`config.mk`:
```
export PLATFORM = sky130hd
export DESIGN_NAME = ripple_carry
export DESIGN_NICKNAME = d
export VERILOG_FILES = /design/src/rtl/ripple_carry.sv
export SDC_FILE = /design/constraint.sdc
export NUM_CORES = 1
export LEC_CHECK = 0
export CELL_PAD_IN_SITES_DETAIL_PLACEMENT = 1
export CELL_PAD_IN_SITES_GLOBAL_PLACEMENT = 2
export CORE_MARGIN = 1
export CORE_UTILIZATION = 16
export CTS_CLUSTER_DIAMETER = 80
export DETAILED_ROUTE_END_ITERATION = 10
export PLACE_DENSITY_LB_ADDON = 0.1
export SLEW_MARGIN = 20
export SYNTH_ARGS = -nofsm -noshare
export SYNTH_HDL_FRONTEND = slang
export SYNTH_HIERARCHICAL = 1
export SYNTH_SLANG_ARGS = --single-unit
```
`constraint.sdc`:
```
create_clock -name clk -period 0.8 [get_ports clk]
set_clock_uncertainty 0.1 [all_clocks]
set_input_delay 0.16 -clock clk [delete_from_list [all_inputs] [get_ports clk]]
set_output_delay 0.16 -clock clk [all_outputs]
set_load 0.01 [all_outputs]
```
`src/rtl/ripple_carry.sv`:
```
// ripple_carry: registered WIDTH-bit ripple-carry adder built from one-bit full-adder cells.
// Define RIPPLE_CARRY_OVF_EN to add the registered signed-overflow output ovf.
module ripple_carry_fa (
    input  logic a,
    input  logic b,
    input  logic ci,
    output logic s,
    output logic co
);
    assign s  = a ^ b ^ ci;
    assign co = (a & b) | (ci & (a ^ b));
endmodule

module ripple_carry #(
    parameter int WIDTH = 4
) (
    input  logic             clk,
    input  logic             rst,
    input  logic [WIDTH-1:0] a,
    input  logic [WIDTH-1:0] b,
    input  logic             cin,
    output logic [WIDTH-1:0] sum,
`ifdef RIPPLE_CARRY_OVF_EN
    output logic             ovf,
`endif
    output logic             carry
);
    logic [WIDTH:0]   c;
    logic [WIDTH-1:0] s;
    logic [WIDTH-1:0] sum_d, sum_q;
    logic             carry_d, carry_q;

    assign c[0] = cin;

    genvar i;
    generate
        for (i = 0; i < WIDTH; i++) begin : g_fa
            ripple_carry_fa u_fa (
                .a (a[i]),
                .b (b[i]),
                .ci(c[i]),
                .s (s[i]),
                .co(c[i+1])
            );
        end
    endgenerate

    always_comb begin
        sum_d   = s;
        carry_d = c[WIDTH];
    end

    always_ff @(posedge clk or posedge rst) begin
        if (rst) begin
            sum_q   <= '0;
            carry_q <= 1'b0;
        end else begin
            sum_q   <= sum_d;
            carry_q <= carry_d;
        end
    end

    assign sum   = sum_q;
    assign carry = carry_q;

`ifdef RIPPLE_CARRY_OVF_EN
    logic ovf_d, ovf_q;

    // Signed overflow: carries into and out of the sign bit disagree.
    always_comb ovf_d = c[WIDTH] ^ c[WIDTH-1];

    always_ff @(posedge clk or posedge rst) begin
        if (rst) ovf_q <= 1'b0;
        else     ovf_q <= ovf_d;
    end

    assign ovf = ovf_q;
`endif
endmodule

```
# Word-level counts from Yosys, hierarchy flattened
# Index checks and enable logic that the tools add are counted.
# totals
reg_bits,5
input_bits,11
wordCells,22
# op_classes
n_bitwise,20
# op_table
cell,n
1-bit bitwise AND,8
1-bit bitwise XOR,8
1-bit bitwise OR,4

# Depth between registers and ports, before layout
# Gate-level depths: netlist of the first run.
# logic_depth
ltp_word,9
ltp_mapped,4
depth_no_buf,4

# Hierarchy
# The synthesis of the first run kept the hierarchy.
# modules_own_cells
mod,instances,cells_each,seq_area_each_um2,area_per_inst_um2
ripple_carry,1,6,125.1,128.9
ripple_carry_fa,4,1,0.0,20.0

# Least setup slack after synthesis of the first run
# No wires, ideal clock.
# synth_path
kind,in2reg
start,in a[0]
end,"reg sum_q[3], in the netlist sum[3]"
setup_time_ns,0.136
slack_ns,-1.191
cell_stages,4
t_arrival_ns,1.756
cell_sequence,fa_1 fa_1 fa_1 fa_1
# synth_via
elab_chain_cells,8
# synth_lines
item,line_no,rtl
from (decl),19,"input logic [WIDTH-1:0] a,"
1-bit bitwise XOR,11,assign co = (a & b) | (ci & (a ^ b));
1-bit bitwise AND,11,
1-bit bitwise OR (*),11,
1-bit bitwise AND (*),11,
1-bit bitwise OR (*),11,
net c[2],28,logic [WIDTH:0] c;
1-bit bitwise AND (*),11,
1-bit bitwise OR (*),11,
net c[3],28,
1-bit bitwise XOR (*),10,assign s = a ^ b ^ ci;
net s[3],29,logic [WIDTH-1:0] s;
to (signal assigned),58,sum_q <= sum_d;
to (decl),30,"logic [WIDTH-1:0] sum_d, sum_q;"
# The timed path passes the listed nets; every way through them passes the cells marked *.

# Final worst setup path of the first run
# layout_path
start,in cin
end,"reg sum_q[3], in the netlist sum[3]"
# layout_via
elab_chain_cells,7
# layout_lines
item,line_no,rtl
from (decl),21,"input logic cin,"
1-bit bitwise AND,11,
1-bit bitwise OR,11,
net c[1],28,
1-bit bitwise AND,11,
1-bit bitwise OR,11,
net c[2],28,
1-bit bitwise AND,11,
1-bit bitwise OR,11,
net c[3],28,
1-bit bitwise XOR,10,
net s[3],29,
# The timed path passes the listed nets, and every way through them passes these cells.

==> impl_metrics.toml, run 1 <==
[run_status]
status = "finished with violations"
violations = "negative setup slack"

[floorplanning]
design.core.area_um2 = 1156
die_area_um2 = 1454
fp.dieW_um = 38.14
io_pins = 16
row_count = 12
start_util_pct = 18.07
die_y_um = 38.14

[sta]
fin_ws_ns = -0.9518
min_period_ns = 1.752
fmax_mhz = 570.8
post-route-period-util_pct = 219.0
setup_tns_ns = -3.623
maxSlewHeadroom_pct = 88.46
setup-violations-final = 9
slew_violations = 0
rsz0062_at_grt = "yes"
tightest_slew_ns = 0.1729
hold_violations = 0

[global_routing]
grt_pass1_vias = 200
grt_max_degree = 6
antenna_found_initial = 0
gr-usage-all-layers_pct = 7.311
grt_pass1_wl_um = 648
grt.overflow.total = 0

[route]
drt_pass1_iterations = 1
via_per_inst = 3.535
routed_wirelength_um = 409
vias = 152
drt-initial-drc-count = 0
detail-route-antenna-nets = 0
remaining_drc_errors = 0
wl_per_cell_um = 9.512

[layout]
diodes = 0
fin_area_um2 = 374.1
final_cell_mix = "buf_2 (7), dfrtp_1 (5), clkdlybuf4s50_1 (5)"
area_delta_synth_final_pct = 79.04
multiInputGateArea_um2 = 87.58
finalNetCount = 45
drive_above_1_share_pct = 48.28
layout_commonest_cell = "buf_2"
register_area_um2 = 125.1
num-fill-cells = 130

[synth]
synth_area_um2 = 209.0
synthesis.nets = 25
ys_seq_area_share_pct = 59.88
ys_ff_latch = 5
synth_warnings = 6
syn_avg_cell_area_um2 = 20.90
ys_types = 3
synth_cells = 10

[worst_setup_path]
start_kind = "input port"
cp-end-kind = "flip-flop"
cp.required_ns = 0.80
critPathMaxFanout = 1
cp.arrival_ns = 1.76
worstSetupPathType = "input port to flip-flop"

[cts]
cts_buffer_depth = 2
numCtsBuffers = 3
h-tree-depth = 1
cts_tree = "yes"
cts_root_buf = "clkbuf_4"
clk_pin_slew_ns = 0.04
cts.sinks = 5
holdBufCountCts = 0

[placement]
placed_area_um2 = 384.1
io_buffers = 15
gp_congestion = 0.6273

[power]
power.leakage_nw = 0.1690
power_density_nw_per_um2 = 1963
ir_drop_uv = 369.4

[min_path]
holdCritPathClass = "input port to asynchronous set/reset pin"

[flow_run]
drv_cap = 0
## how the worst max path moves through the flow
stage          startpoint      to  slack (ns)
6_report              cin  sum[3]       -0.95
2_1_floorplan        a[0]  sum[3]       -1.08
5_1_grt               cin  sum[3]       -0.98
4_1_cts               cin  sum[3]       -1.00
3_3_place_gp         a[0]  sum[3]       -1.60
3_5_place_dp         a[0]  sum[3]       -1.59
## logic make-up after synthesis
logic type,share of synthesized area (%)
adders and majority gates,38.32
buffers and inverters,1.795
DFF,59.88
## synthesized netlist by cell type
| master | instances | area (µm²) |
|---|---|---|
| dfrtp_1 | 5 | 125.1 |
| inv_1 | 1 | 3.750 |
| fa_1 | 4 | 80.08 |
## per-layer routing
| metal | track usage (%) | up-vias | part of all wire, % | wire, µm |
|---|---|---|---|---|
| met4 | 8.036 | 0 | 0 | 0 |
| met2 | 11.44 | 16 | 49 | 202 |
| li1 | - | 66 | - | - |
| met3 | 3.488 | 0 | 23 | 94 |
| met5 | 0 | - | 0 | 0 |
| met1 | 6.367 | 70 | 27 | 112 |
## power breakdown
group	switching (mW)	internal, mW	total, mW
clock	0.0871	0.188	0.275
combinational	0.0723	0.0842	0.157
sequential	0.00838	0.295	0.303
## metrics by stage
stage / setup slack, ns / instances / power, mW / hold slack, ns / utilization, %
2_1_floorplan: -1.084 / 10 / 0.3653 / -0.1615 / -
3_3_place_gp: -1.603 / 39 / 0.5179 / 0.2693 / 33.23
3_5_place_dp: -1.587 / 39 / 0.5210 / 0.2744 / 33.23
4_1_cts: -1.003 / 43 / 0.7603 / 0.02486 / 32.36
5_1_grt: -0.9837 / 43 / 0.7988 / 0.02678 / 32.36
6_report: -0.9518 / 43 / 0.7342 / 0.02733 / 32.36
## flip-flops by register name, summed over array words and instances, names as in the netlist
name   cells
sum        4
carry      1
## critical path: stages
cell   delay [ns]
buf_6        0.09
fa_2         0.38
fa_2         0.34
fa_2         0.35
fa_1         0.43
## what timing repair did
item,in CTS,in global routing
setup buffers,0,0
endpoints found under the setup margin,10,9
gates resized for setup,35,0
gates cloned,0,0
pin swaps,4,2
## layout make-up
type,instances,area share (%)
Sequential cell,5,33.44
Timing Repair Buffer,15,30.43
Multi-Input combinational cell,4,23.41
Clock buffer,4,7.023
Tap cell,14,4.682
Inverter,1,1.003
Power figures use the tool's default switching activity.
==> run 2, diff against run 1 <==
--- a/config.mk
+++ b/config.mk
@@ -17,3 +17,4 @@
 export SYNTH_HDL_FRONTEND = slang
 export SYNTH_HIERARCHICAL = 1
 export SYNTH_SLANG_ARGS = --single-unit
+export TNS_END_PERCENT = 100
==> results of run 2 <==
The final DEF is identical to that of run 1; final timing and power are the same.
